===== src/rtl/seq_wrap_pkg.sv =====
// Shared types and helpers for the sequential wrapper around a "_comb" benchmark core.
// Used by scan_shift_ctrl and seq_state_wrapper (MISR helpers only with STATE_MISR_EN).
package seq_wrap_pkg;

  typedef enum logic [1:0] {IDLE, SHIFT, DONE} scan_st_e;

  localparam int          MISR_W_DEF    = 16;
  localparam logic [15:0] MISR_POLY_DEF = 16'h8016;
  // Container width for the width-generic helpers below.
  localparam int          MAX_W         = 256;

  // One Galois step, shifting toward the MSB; only the low w bits are meaningful.
  function automatic logic [MAX_W-1:0] lfsr_step(input logic [MAX_W-1:0] s,
                                                 input logic [MAX_W-1:0] poly,
                                                 input int               w);
    logic [MAX_W-1:0] r;
    r = '0;
    for (int i = 1; i < MAX_W; i++)
      if (i < w) r[i] = s[i-1];
    if (s[w-1]) r = r ^ poly;
    return r;
  endfunction

  // XOR-fold an sw-bit vector down to w bits: bit i lands on bit i % w.
  function automatic logic [MAX_W-1:0] fold(input logic [MAX_W-1:0] v,
                                            input int               sw,
                                            input int               w);
    logic [MAX_W-1:0] r;
    r = '0;
    for (int i = 0; i < MAX_W; i++)
      if (i < sw) r[i % w] = r[i % w] ^ v[i];
    return r;
  endfunction

endpackage


===== src/rtl/scan_shift_ctrl.sv =====
// Scan sequencer: IDLE/SHIFT/DONE FSM with beat counter. Produces the shift enable for
// scan beats, the functional capture enable and the one-cycle done pulse.
module scan_shift_ctrl
  import seq_wrap_pkg::*;
#(
  parameter int CHAIN_LEN = 5
) (
  input  logic clk,
  input  logic rst_n,
  input  logic run_en,
  input  logic step,
  input  logic scan_start,
  input  logic scan_abort,
  input  logic si_valid,
  input  logic so_ready,
  output logic shift_en,
  output logic cap_en,
  output logic done,
  output logic ready
);

  localparam int CNT_W = (CHAIN_LEN > 1) ? $clog2(CHAIN_LEN) : 1;
  localparam logic [CNT_W-1:0] LAST = CNT_W'(CHAIN_LEN - 1);

  scan_st_e         state, state_nxt;
  logic [CNT_W-1:0] beat_cnt;

  always_ff @(posedge clk or negedge rst_n) begin
    if (!rst_n) state <= IDLE;
    else        state <= state_nxt;
  end

  always_comb begin
    state_nxt = state;
    shift_en  = 1'b0;
    cap_en    = 1'b0;
    done      = 1'b0;
    ready     = 1'b0;
    unique case (state)
      IDLE: begin
        ready  = 1'b1;
        cap_en = (run_en | step) & ~scan_start;
        if (scan_start) state_nxt = SHIFT;
      end
      SHIFT: begin
        // Abort beats any concurrent handshake: the beat is dropped.
        shift_en = si_valid & so_ready & ~scan_abort;
        if (scan_abort)                       state_nxt = IDLE;
        else if (shift_en && beat_cnt == LAST) state_nxt = DONE;
      end
      DONE: begin
        done      = 1'b1;
        state_nxt = IDLE;
      end
      default: state_nxt = IDLE;
    endcase
  end

  always_ff @(posedge clk or negedge rst_n) begin
    if (!rst_n)                        beat_cnt <= '0;
    else if (state == IDLE && scan_start) beat_cnt <= '0;
    else if (shift_en)                 beat_cnt <= beat_cnt + 1'b1;
  end

endmodule


===== src/rtl/seq_state_wrapper.sv =====
// Sequential shell around a combinational benchmark core: state register, multi-chain
// scan swap and single-step capture. Optional signature MISR under `STATE_MISR_EN.
module seq_state_wrapper
  import seq_wrap_pkg::*;
#(
  parameter int                 STATE_W   = 15,
  parameter int                 CHAINS    = 3,
  parameter logic [STATE_W-1:0] RESET_VAL = '0,
  parameter int                 MISR_W    = MISR_W_DEF,
  parameter logic [MISR_W-1:0]  MISR_POLY = MISR_POLY_DEF
) (
  input  logic               clk,
  input  logic               rst_n,
  input  logic [STATE_W-1:0] ns_i,
  output logic [STATE_W-1:0] ps_o,
  input  logic               run_en_i,
  input  logic               step_i,
  input  logic               scan_start_i,
  output logic               scan_ready_o,
  input  logic               scan_abort_i,
  input  logic               si_valid_i,
  input  logic [CHAINS-1:0]  si_data_i,
  input  logic               so_ready_i,
  output logic [CHAINS-1:0]  so_data_o,
`ifdef STATE_MISR_EN
  output logic [MISR_W-1:0]  sig_o,
  input  logic               sig_clr_i,
`endif
  output logic               scan_done_o
);

  localparam int CHAIN_LEN = STATE_W / CHAINS;

  if (STATE_W % CHAINS != 0) begin : g_bad_chains
    $error("seq_state_wrapper: STATE_W must be a multiple of CHAINS");
  end

  logic               shift_en, cap_en;
  logic [STATE_W-1:0] ps, ps_shift;

  scan_shift_ctrl #(.CHAIN_LEN(CHAIN_LEN)) u_ctrl (
    .clk        (clk),
    .rst_n      (rst_n),
    .run_en     (run_en_i),
    .step       (step_i),
    .scan_start (scan_start_i),
    .scan_abort (scan_abort_i),
    .si_valid   (si_valid_i),
    .so_ready   (so_ready_i),
    .shift_en   (shift_en),
    .cap_en     (cap_en),
    .done       (scan_done_o),
    .ready      (scan_ready_o)
  );

  // Each chain shifts toward its MSB; the MSB is the chain's scan-out bit.
  for (genvar c = 0; c < CHAINS; c++) begin : g_chain
    assign so_data_o[c] = ps[c*CHAIN_LEN + CHAIN_LEN - 1];
    if (CHAIN_LEN == 1) begin : g_len1
      assign ps_shift[c] = si_data_i[c];
    end else begin : g_lenn
      assign ps_shift[c*CHAIN_LEN +: CHAIN_LEN] =
        {ps[c*CHAIN_LEN +: CHAIN_LEN-1], si_data_i[c]};
    end
  end

  always_ff @(posedge clk or negedge rst_n) begin
    if (!rst_n)        ps <= RESET_VAL;
    else if (shift_en) ps <= ps_shift;
    else if (cap_en)   ps <= ns_i;
  end

  assign ps_o = ps;

`ifdef STATE_MISR_EN
  if (STATE_W > MAX_W || MISR_W > MAX_W) begin : g_bad_misr
    $error("seq_state_wrapper: STATE_W/MISR_W exceed MISR helper width");
  end

  logic [MISR_W-1:0] sig, sig_nxt;
  logic [MAX_W-1:0]  step_v, fold_v;

  always_comb begin
    step_v  = lfsr_step(MAX_W'(sig), MAX_W'(MISR_POLY), MISR_W);
    fold_v  = fold(MAX_W'(ns_i), STATE_W, MISR_W);
    sig_nxt = step_v[MISR_W-1:0] ^ fold_v[MISR_W-1:0];
  end

  // Signature tracks functional captures only; scan beats leave it alone.
  always_ff @(posedge clk or negedge rst_n) begin
    if (!rst_n)         sig <= '0;
    else if (sig_clr_i) sig <= '0;
    else if (cap_en)    sig <= sig_nxt;
  end

  assign sig_o = sig;
`endif

endmodule


===== config.mk =====
export PLATFORM = sky130hd
export DESIGN_NAME = seq_state_wrapper
export DESIGN_NICKNAME = d
export VERILOG_FILES = /design/src/rtl/seq_wrap_pkg.sv /design/src/rtl/scan_shift_ctrl.sv /design/src/rtl/seq_state_wrapper.sv
export SDC_FILE = /design/constraint.sdc
export NUM_CORES = 1
export LEC_CHECK = 0
export CORE_UTILIZATION = 38
export CTS_CLUSTER_SIZE = 8
export DETAILED_ROUTE_END_ITERATION = 12
export PLACE_DENSITY = 0.74
export REMOVE_ABC_BUFFERS = 1
export SLEW_MARGIN = 20
export SYNTH_ARGS = -nofsm -noshare
export SYNTH_HDL_FRONTEND = slang
export SYNTH_SLANG_ARGS = --single-unit

===== constraint.sdc =====
create_clock -name clk -period 1.4 [get_ports clk]
set_input_delay 0.28 -clock clk [delete_from_list [all_inputs] [get_ports clk]]
set_output_delay 0.28 -clock clk [all_outputs]
set_load 0.02 [all_outputs]

# ---- Yosys cells after proc, flatten, opt, wreduce, memory -nomap -nowiden
# Index checks and enable logic that the tools add are counted.
dict set report totals {
  register_bits 20
  inputBits 26
}
dict set report classes {
  reduce_logical 6
  muxes 12
  eq_ne 5
  n_addsub 1
  bitwise 6
}
# cell count
set op_table {}
lappend op_table {{$mux 15} 2}
lappend op_table {{$mux 2} 3}
lappend op_table {{$mux 3} 2}
lappend op_table {{$mux 1} 4}
lappend op_table {{$pmux 2 s2} 1}
lappend op_table {{$reduce_bool 2->1} 2}
lappend op_table {{$add 3x1->3 const B} 1}
lappend op_table {{$and 1x1->1} 3}
lappend op_table {{$eq 3x3->1 const B} 1}
lappend op_table {{$ne 3x2->1 const B} 1}
lappend op_table {{$eq 2x1->1 const B} 1}
lappend op_table {{$eq 2x2->1 const B} 1}
lappend op_table {{$logic_and 1x1->1} 2}
lappend op_table {{$logic_not 2->1} 1}
lappend op_table {{$ne 2x2->1 const B} 1}
lappend op_table {{$not 1->1} 2}
lappend op_table {{$reduce_and 2->1} 1}
lappend op_table {{$or 1x1->1} 1}

# ---- Logic depth before layout (Yosys ltp)
# Gate-level depths: netlist of the first run.
dict set report depth {
  word_depth 6
  mapped_depth 6
  ltp_nobuf 5
}

# ---- Modules after synthesis
# A second synthesis of the first run with hierarchy kept.
dict set report unflattened {
  hier_cells 96
  area_unflattened_um2 1017.2
}
# mod area_per_inst_um2 n_inst cells_each
set modules_own_cells {}
lappend modules_own_cells {seq_state_wrapper 721.9 1 68}
lappend modules_own_cells {scan_shift_ctrl 295.3 1 28}

# ---- Least setup slack after synthesis of the first run
# No wires, ideal clock.
dict set report synth_path {
  path_kind {register -> register}
  startpoint {register u_ctrl.state[1]}
  endpoint {register ps[10], in the netlist ps_o[10]}
  n_path_buf 2
  stages_incl_launch_ff 6
  required_time_ns 1.269
  path_slack_ns 0.075
  setup_time_ns 0.131
  synth_period_minus_slack_ns 1.325
  arrival_ns 1.195
  cell_sequence {dfrtp_1 or3b_1 buf_6 buf_6 nor3_2 a31oi_1}
}
dict set report synth_between {
  elab_chain_cells 3
  word_cells_on_any_way 6
  cone_classes {eq/ne (1); mux (3); reduce/logical (2)}
}
# element line_no
set synth_rtl {}
lappend synth_rtl {{start, declared} scan_shift_ctrl.sv:25} ;# scan_st_e state, state_nxt;
lappend synth_rtl {{start signal, assigned} scan_shift_ctrl.sv:30} ;# else state <= state_nxt;
lappend synth_rtl {{$eq 2x1->1 or $logic_not 2->1 (tied branches)} scan_shift_ctrl.sv:39} ;# unique case (state)
lappend synth_rtl {{$mux 1} scan_shift_ctrl.sv:39}
lappend synth_rtl {{$mux 15 or $reduce_bool 2->1 (tied branches)} n/a}
lappend synth_rtl {{end signal, assigned} seq_state_wrapper.sv:69} ;# else if (shift_en) ps <= ps_shift;
lappend synth_rtl {{end signal, assigned} seq_state_wrapper.sv:70} ;# else if (cap_en) ps <= ns_i;
lappend synth_rtl {{end, declared} seq_state_wrapper.sv:39} ;# logic [STATE_W-1:0] ps, ps_shift;
# Parallel ways exist; a longest one is shown, timed or not.
# A chain may end at the register's enable or synchronous reset.

# ---- Worst setup path after layout of the first run
dict set report layout_path {
  startpoint {register u_ctrl.state[1]}
  endpoint {register ps[3], in the netlist ps_o[3]}
}
# The elaborated chain is that of the path after synthesis.

==> results of run 1 <==
-- cell families (layout without fill, tap and decap cells) --
| logic type | count (synthesis) | after routing | share of synthesized area |
|---|---|---|---|
| simple gates | 44 | 44 | 0.247 |
| buf+inv | 16 | 70 | 0.0976 |
| fa+ha+maj | 2 | 2 | 0.0217 |
| flops | 20 | 20 | 0.434 |
| compound gates | 39 | 39 | 0.200 |
-- state kept, by name (all words and copies together) (netlist names) --
signal and count:
ps_o 15, u_ctrl.beat_cnt 3, u_ctrl.state 2
-- layer usage --
| metal | vias up | GRT usage |
|---|---|---|
| met5 | - | 0 |
| met3 | 11 | 0.0363 |
| met4 | 0 | 0.0801 |
| met1 | 589 | 0.284 |
| met2 | 45 | 0.373 |
| li1 | 558 | - |
-- synth_stat cells --
cell	instances
inv_1	3
or3b_1	1
buf_6	4
o21ba_2	1
nor3_2	9
or2_1	1
ha_1	2
nand2_1	2
and2b_1	1
inv_6	1
nor3b_1	1
a21oi_1	3
o21ai_0	16
clkbuf_1	2
dfrtp_1	20
nand4_1	1
nand3b_1	1
a31oi_1	15
nand3_1	17
buf_2	2
o21bai_1	1
o21ai_1	1
a41o_1	1
buf_4	4
a311oi_1	1
nor2_1	1
nand2b_1	1
and2_1	1
nor3b_2	1
nor3_1	6
-- power breakdown --
part,internal [uW],switching (uW)
combinational,441,535
clock,290,204
sequential,712,143
total,1440,883
-- how the worst min path moves through the flow --
stage / to / start / slack, ns / cells past startpoint
2_1_floorplan: ps_o[0] / rst_n / -0.02 / 0
4_1_cts: ps_o[2] / rst_n / 0.31 / 2
3_3_place_gp: u_ctrl.state[0] / u_ctrl.state[1] / 0.52 / 2
5_1_grt: ps_o[3] / rst_n / 0.33 / 2
3_5_place_dp: u_ctrl.state[0] / u_ctrl.state[1] / 0.54 / 2
6_report: ps_o[0] / rst_n / 0.28 / 2
-- layout make-up --
cell class              count  area, sq um
multi-input cells          85          633
fillers                   222          913
repair buffers             62          647
well taps                  31         38.8
clock buffers               3         22.5
flip-flops and latches     20          500
clock inverters             1         30.0
inverters                   4         20.0
-- metrics by stage --
stage	cells	TNS [ns]	hold slack [ns]
after detailed placement	200	-4.21	0.542
final	206	-0.974	0.282
after CTS	205	-0.269	0.306
after global placement	200	-4.14	0.518
after floorplan	109	-0.267	-0.0156
after global routing	206	-2.00	0.325
-- repair_timing --
item                       CTS  global route
pin swaps                    1             3
setup endpoints to repair   30            20
gates cloned                 1             1
gates resized for setup     38            28
==> flow_metrics.tcl, run 1 <==
set metrics [dict create \
    ff2ff_path_depth 5 \
    highest_layer "met4" \
    layout_commonest_cell "clkdlybuf4s50_1" \
    peakVddDrop_v 0.000768 \
    fin_util 0.674 \
    critPathBufInv 2 \
    cts.sinks 20 \
    portBuffers 45 \
    synth_top_area_frac 0.434 \
    cp-end-kind "flop" \
    die_x_um 57.1 \
    drive_gt1_frac 0.263 \
    clk_path_buf_depth 2 \
    slew_violations 0 \
    wl_met3_um 149 \
    max_freq_ghz 0.677 \
    fin_crit_sh 1.06 \
    grt_max_degree 21 \
    syn_inst 121 \
    clkLatencyLatePin_ns 0.32 \
    max_slew_margin 0.806 \
    fin_ws_ns -0.0770 \
    status "finished with violations" \
    ys_types 30 \
    nets 204 \
    setup_violations 19 \
    arrival_ns 1.68 \
    synth_seq_cells 20 \
    power_leakage_uw 0.000786 \
    synth_warnings 0 \
    grt_pass1_vias 1228 \
    die_h_um 57.1 \
    cp_slowest_cell "or3b_4" \
    firstDrtPassIters 8 \
    hold_viol_final 0 \
    row_count 19 \
    grt_pass1_wl_um 5610 \
    synth_seq_area_share 0.434 \
    die_area_sq_um 3260 \
    met2_length_um 1820 \
    clock-root-buffer "clkbuf_4" \
    regToRegStartpoint "u_ctrl.state[1]" \
    drt-met1-wl_um 1500 \
    worst_slew_pin_slew_ns 0.290 \
    cts_made_buffers 3 \
    skew_ns 0.0140 \
    layout_common_cells "clkdlybuf4s50_1, dfrtp_1, nand3_1" \
    startpoint_type "flop" \
    p_total_uw 2330 \
    routed_wl_um 3570 \
    routed_via_density 5.84 \
    place_ws_ns -0.244 \
    grt_antenna_before_repair 0 \
    grt_overflow 0 \
    rsz0062_at_grt "true" \
    hp-class "input port to async pin" \
    avgSynthCellArea_sq_um 9.53 \
    vias 1203 \
    routabilityCongestion 0.768 \
    grt_usage 0.220 \
    tritoncts "built" \
    max_stage_delay_ns 0.47 \
    wire_per_inst_um 17.3 \
    endpoint "ps_o[3]" \
    r2r-end "ps_o[3]" \
    fin_area_sq_um 1890 \
    start_util 0.411 \
    clk_pin_slew_ns 0.13 \
    htree_num_levels 1 \
    postCtsHoldBufs 0 \
    violations "DRC, setup timing" \
    crit_cells 5 \
    path_max_fanout 5 \
    area_growth_pct 64.0 \
    syn_area_sq_um 1150 \
    placed_cell_area_sq_um 1690 \
    period_minus_slack_ns 1.48 \
    synth_top_cell_by_area "dfrtp_1" \
    crit_chain "buf_6 -> or3b_4 -> buf_8 -> nor3_4 -> a31oi_1" \
    critical-path-top-delay-family "simple AND/OR/NAND/NOR gates" \
    antenna_left 0 \
    postCtsSetupBuffers 0 \
    post-route-drc-count 4 \
    synth.area.top_cells "dfrtp_1, a31oi_1, nor3_2" \
    crit_type "flop to flop" \
    io_pins 46 \
    diodes 0 \
    hpwl_um 2380 \
    drtIter0Drc 50 \
    required_ns 1.60 \
    rrSetupSlack_ns -0.08 \
    powerDensity_nw_per_um2 1230 \
    drv_cap 0 \
    startpoint "u_ctrl.state[1]" \
    core_area_sq_um 2810 \
]
(Power assumes the default switching activity.)
==> run 2: changes to the inputs <==
- SLEW_MARGIN: 20 -> default
==> results of run 2 <==
Final layout, timing and power as in run 1 (identical DEF).
